===== src/rtl/sar_pkg.sv =====
// Shared types and defaults for the SAR ADC controller.
package sar_pkg;

  localparam int SAR_NBITS         = 8;
  localparam int SAR_SAMPLE_CYCLES = 2;

  // Width of a down-counter that must hold values 0..n-1 (never narrower than 1).
  function automatic int idx_width(input int n);
    return (n > 1) ? $clog2(n) : 1;
  endfunction

  localparam int IDX_W = idx_width(SAR_NBITS);

  // state  | meaning
  // IDLE   | waiting for a start edge, arrays released
  // SAMPLE | sampling switch closed, s_clk high
  // CMP    | comparator strobe for the current trial bit
  // DEC    | decision cycle; cmp_out captured at its closing edge
  // DONE   | code valid, eoc high, waiting for the next start edge
  typedef enum logic [2:0] {
    IDLE   = 3'd0,
    SAMPLE = 3'd1,
    CMP    = 3'd2,
    DEC    = 3'd3,
    DONE   = 3'd4
  } state_t;

endpackage


===== src/rtl/sar_cdac_decode.sv =====
// Combinational mapping from SAR trial code to the differential CDAC switch controls.
// Index 0 is the dummy unit cap; index k+1 follows sar[k].
module sar_cdac_decode
  import sar_pkg::*;
#(
  parameter int NBITS = SAR_NBITS
) (
  input  state_t           state,
  input  logic [NBITS-1:0] sar,
  output logic [NBITS:0]   sca1_top,
  output logic [NBITS:0]   sca1_btm,
  output logic [NBITS:0]   sca2_top,
  output logic [NBITS:0]   sca2_btm
);

  // Top and btm of one cap are always complementary or both off, so no cap shorts the references.
  always_comb begin
    sca1_top = '0;
    sca1_btm = '0;
    sca2_top = '0;
    sca2_btm = '0;
    if (state == CMP || state == DEC || state == DONE) begin
      sca1_top = {sar, 1'b0};
      sca1_btm = {~sar, 1'b1};
      sca2_top = {~sar, 1'b1};
      sca2_btm = {sar, 1'b0};
    end
  end

endmodule


===== src/rtl/sar_logic.sv =====
// Successive-approximation controller: sampling phase, MSB-first binary search,
// registered Moore outputs and CDAC switch drive.
module sar_logic
  import sar_pkg::*;
#(
  parameter int NBITS         = SAR_NBITS,
  parameter int SAMPLE_CYCLES = SAR_SAMPLE_CYCLES
) (
  input  logic             clk,
  input  logic             rst,
  input  logic             cnvst,
  input  logic             cmp_out,
  output logic [NBITS-1:0] sar,
  output logic             eoc,
  output logic             cmp_clk,
  output logic             s_clk,
  output logic [NBITS:0]   fine_sca1_top,
  output logic [NBITS:0]   fine_sca1_btm,
  output logic [NBITS:0]   fine_sca2_top,
  output logic [NBITS:0]   fine_sca2_btm,
  output logic             fine_switch_S
);

  localparam int IW = idx_width(NBITS);
  localparam int CW = idx_width(SAMPLE_CYCLES);

  state_t           state, state_nxt;
  logic [NBITS-1:0] sar_nxt;
  logic [IW-1:0]    idx, idx_nxt;
  logic [CW-1:0]    cnt, cnt_nxt;
  logic             cnvst_d;
  logic             start;
  logic             eoc_nxt, cmp_clk_nxt, s_clk_nxt, switch_nxt;

  // Start edges are honoured only when no conversion is running.
  assign start = cnvst & ~cnvst_d & ((state == IDLE) | (state == DONE));

  // Next-state, next-code and next-output logic; outputs derive from the next state so they register as Moore outputs.
  always_comb begin
    state_nxt = state;
    sar_nxt   = sar;
    idx_nxt   = idx;
    cnt_nxt   = cnt;
    case (state)
      IDLE, DONE: begin
        if (start) begin
          state_nxt = SAMPLE;
          sar_nxt   = '0;
          cnt_nxt   = CW'(SAMPLE_CYCLES - 1);
        end
      end
      SAMPLE: begin
        if (cnt == '0) begin
          state_nxt          = CMP;
          sar_nxt            = '0;
          sar_nxt[NBITS-1]   = 1'b1;
          idx_nxt            = IW'(NBITS - 1);
        end else begin
          cnt_nxt = cnt - 1'b1;
        end
      end
      CMP: begin
        state_nxt = DEC;
      end
      DEC: begin
        sar_nxt[idx] = cmp_out;
        if (idx != '0) begin
          sar_nxt[idx - 1'b1] = 1'b1;
          idx_nxt             = idx - 1'b1;
          state_nxt           = CMP;
        end else begin
          state_nxt = DONE;
        end
      end
      default: begin
        state_nxt = IDLE;
      end
    endcase

    eoc_nxt     = (state_nxt == DONE);
    cmp_clk_nxt = (state_nxt == CMP);
    s_clk_nxt   = (state_nxt == SAMPLE);
    switch_nxt  = (state_nxt == SAMPLE);
  end

  // State, code, counters and registered outputs; reset aborts any conversion.
  always_ff @(posedge clk) begin
    if (rst) begin
      state         <= IDLE;
      sar           <= '0;
      idx           <= '0;
      cnt           <= '0;
      cnvst_d       <= 1'b0;
      eoc           <= 1'b0;
      cmp_clk       <= 1'b0;
      s_clk         <= 1'b0;
      fine_switch_S <= 1'b0;
    end else begin
      state         <= state_nxt;
      sar           <= sar_nxt;
      idx           <= idx_nxt;
      cnt           <= cnt_nxt;
      cnvst_d       <= cnvst;
      eoc           <= eoc_nxt;
      cmp_clk       <= cmp_clk_nxt;
      s_clk         <= s_clk_nxt;
      fine_switch_S <= switch_nxt;
    end
  end

  sar_cdac_decode #(
    .NBITS (NBITS)
  ) u_cdac_decode (
    .state    (state),
    .sar      (sar),
    .sca1_top (fine_sca1_top),
    .sca1_btm (fine_sca1_btm),
    .sca2_top (fine_sca2_top),
    .sca2_btm (fine_sca2_btm)
  );

endmodule


===== config.mk =====
export PLATFORM = sky130hd
export DESIGN_NAME = sar_logic
export DESIGN_NICKNAME = d
export VERILOG_FILES = /design/src/rtl/sar_pkg.sv /design/src/rtl/sar_cdac_decode.sv /design/src/rtl/sar_logic.sv
export SDC_FILE = /design/constraint.sdc
export NUM_CORES = 1
export LEC_CHECK = 0
export ABC_AREA = 1
export CAP_MARGIN = 15
export CORE_MARGIN = 2
export CORE_UTILIZATION = 49
export CTS_BUF_LIST = sky130_fd_sc_hd__clkbuf_8 sky130_fd_sc_hd__clkbuf_16
export DETAILED_ROUTE_END_ITERATION = 12
export GPL_ROUTABILITY_DRIVEN = 0
export PLACE_DENSITY = 0.93
export SLEW_MARGIN = 10
export SYNTH_ARGS = -nofsm -noshare
export SYNTH_HDL_FRONTEND = slang
export SYNTH_SLANG_ARGS = --single-unit
export TNS_END_PERCENT = 20

===== constraint.sdc =====
create_clock -name clk -period 2.5 [get_ports clk]
set_input_delay 0.75 -clock clk [delete_from_list [all_inputs] [get_ports clk]]
set_output_delay 0.75 -clock clk [all_outputs]
set_load 0.01 [all_outputs]

==> out/summary.txt <==
outcome = finished, violations left
failing checks = design-rule violations, negative setup slack
Min-Delay Path Class = reg2reg
clock skew = 0.001104 ns
DR vias = 1350
gr usage total = 0.1900
Post-Synthesis Cell Area = 0.001480 mm^2
Cells after DPL = 268
fraction of layout cells with a size suffix above 1 = 0.2199
Initial DRT Pass Iterations = 8
nets = 248
1st-iter DRT viols = 39
routed wire length = 3.329 mm
Leakage = 1.267 nW
drt drc = 7
Post-synth ARST share = 0
first-pass GRT wire length = 4.995 mm
final non-filler cell total = 272
Clock Path Buffers = 2
Post-Syn Area per Cell = 7.151 um^2
post-synthesis sequential area ratio = 0.2570
top post-synthesis cells by count = nand2_1 (56), buf_4 (20), dfxtp_1 (19)
core box area = 0.002805 mm^2
width of the die = 58.96 um
Root Driver = clkbuf_8
total CTS buffers = 3
Syn Inst Count = 207
clock sink total = 19
CTS tree = built
setup TNS = -0.06270 ns
Worst setup EP type = output port
number of routed nets with antenna violations = 0
Synth area leaders = dfxtp_1 (26%), nand2_1 (14%), buf_4 (10%)
Worst Setup Start Kind = flip-flop
Post-Synth Simple-Gate Area = 0.4193
post-synthesis adder-cell area fraction = 0.01691
H-Tree Depth = 1
port bufs = 49
critical path peak fanout = 13
final setup margin = -0.06270 ns
HPWL Detailed = 2.624 mm
final core occ = 0.7003
WS Path Type = reg2out
Post-Layout Inst Area = 0.001964 mm^2
unrepaired setup endpoints after global routing = true
most used flip-flop cell after synthesis = dfxtp_1
placed cell area = 0.001854 mm^2
leading area contributor after synthesis = dfxtp_1
Critical Path Max Stage Delay = 0.56 ns
Cell Pwr Density = 538.8 mW/mm^2
Die Area = 0.003476 mm^2
Max Cap Violations = 0
Yosys top cell area share = 0.2570
largest family of logic cells by synthesized area = simple AND/OR/NAND/NOR gates
total power = 1.058 mW
Fill cells = 232
pin count of the biggest net entering global routing = 14
number of synthesized flops with an enable pin = 0
diode count = 0
worst path arrival time = 1.81 ns
count leader, synth = nand2_1
FP Rows = 19
Synth warnings = 0
initial antenna violation count = 0
fin. max-slew vios = 0
Peak supply drop = 0.4433 mV
fmax = 390.2 MHz
Reg clk slew, reported paths = 0.07 ns
Period minus WS final = 2.563 ns
Seq cells post-synth = 19
io pins = 52
clock latency on the worst-skew pair = 0.26 ns
DR WL/cell = 12.24 um
Die H = 58.96 um
DP Worst Slack = 0.05401 ns
Final Setup Violations = 1
distinct cell type count of the synthesized netlist = 26
Hold WS = 0.4832 ns
Slowest-stage cell, CP = clkdlybuf4s50_1
vias in the first global route = 1198
Synth Area in XOR/XNOR = 0
Via density = 4.963
Initial Util = 0.5277
Compound-Gate Fraction of Synth Area = 0.09806
area delta synth->final = 32.71%
GR Overflow Total = 0
CP required = 1.75 ns
Tcrit/Tclk final = 1.025
post-synthesis mux area share = 0
Fin. Hold Viols = 0
CP cell instances = inv_2, or2_1, nand2_2, inv_6, nor2_1, clkdlybuf4s50_1
==> power by group <==
part           internal, mW  total [mW]  switching (mW)
clock                 0.111       0.216           0.106
combinational         0.201       0.489           0.288
sequential            0.325       0.353          0.0280
total                 0.637        1.06           0.421
==> worst max-delay path, delay by kind of cell, from the launching register on <==
kind	cells	cell delay [ns]
DFF	1	0.37
buffers and inverters	3	0.70
and+or+nand+nor	3	0.49
==> final timing paths <==
path,cells past startpoint,slack [ns],from,endpoint
setup / recovery,6,-0.06,state[1]$_SDFF_PP0_,fine_sca2_btm[8]
setup reg to reg,8,0.82,idx[0]$_SDFFE_PP0P_,sar[0]$_SDFFE_PP0P_
hold / removal,2,0.48,cnt$_SDFFE_PP0P_,cnt$_SDFFE_PP0P_
hold reg to reg,2,0.48,cnt$_SDFFE_PP0P_,cnt$_SDFFE_PP0P_
==> state kept, by name, indices dropped and copies added (netlist names) <==
register and count:
cmp_clk 1, cnt 1, cnvst_d 1, eoc 1, fine_switch_S 1, idx 3
sar 8, state 3
==> metal layers <==
metal	global-route usage	part of all wire	wire length, um
met1	0.1935	0.37	1237
met3	0.03956	0.082	273
met5	0	0	0
met2	0.3730	0.54	1788
met4	0.06818	0.0090	30
==> cells in the final DEF, fill, tap and decap left out <==
master,count
nor2_4,13
inv_4,1
dlymetal6s2s_1,25
o221ai_1,1
nand3_1,10
inv_2,5
buf_12,1
nor2_8,1
conb_1,2
dlygate4sd2_1,6
nor2_1,14
clkinv_2,1
or2_1,1
nand4_1,4
inv_1,16
inv_6,1
ha_1,2
dfxtp_1,18
a21oi_1,8
nor2_2,5
clkdlybuf4s50_1,18
nand2_2,4
clkbuf_8,3
dfxtp_2,1
buf_4,5
o21ai_0,7
nand2_1,56
a21oi_2,7
nand2_4,5
==> final cells by class <==
| class | instances | area [um^2] | share of cell area |
|---|---|---|---|
| multi-input combinational | 140 | 800.8 | 0.4076 |
| timing repair buffer | 55 | 603.1 | 0.3070 |
| sequential | 19 | 381.6 | 0.1943 |
| inverter | 23 | 93.84 | 0.04777 |
| clock buffer | 3 | 41.29 | 0.02102 |
| tap | 31 | 38.79 | 0.01975 |
| clock inverter | 1 | 5.005 | 0.002548 |
==> cells by family after synthesis <==
logic type | after synthesis
other | 1
adder cells (fa/ha/maj) | 2
buffers and inverters | 49
AO/OA/AOI/OAI | 23
flip-flops | 19
AND/OR/NAND/NOR | 113
==> timing repair <==
| action | 4_1_cts | 5_1_grt |
|---|---|---|
| setup buffers | 0 | 0 |
| hold buffers | 0 | 0 |
| endpoints found under the setup margin | 32 | 26 |
| gates resized for setup | 8 | 27 |
Power figures use the tool's default switching activity.
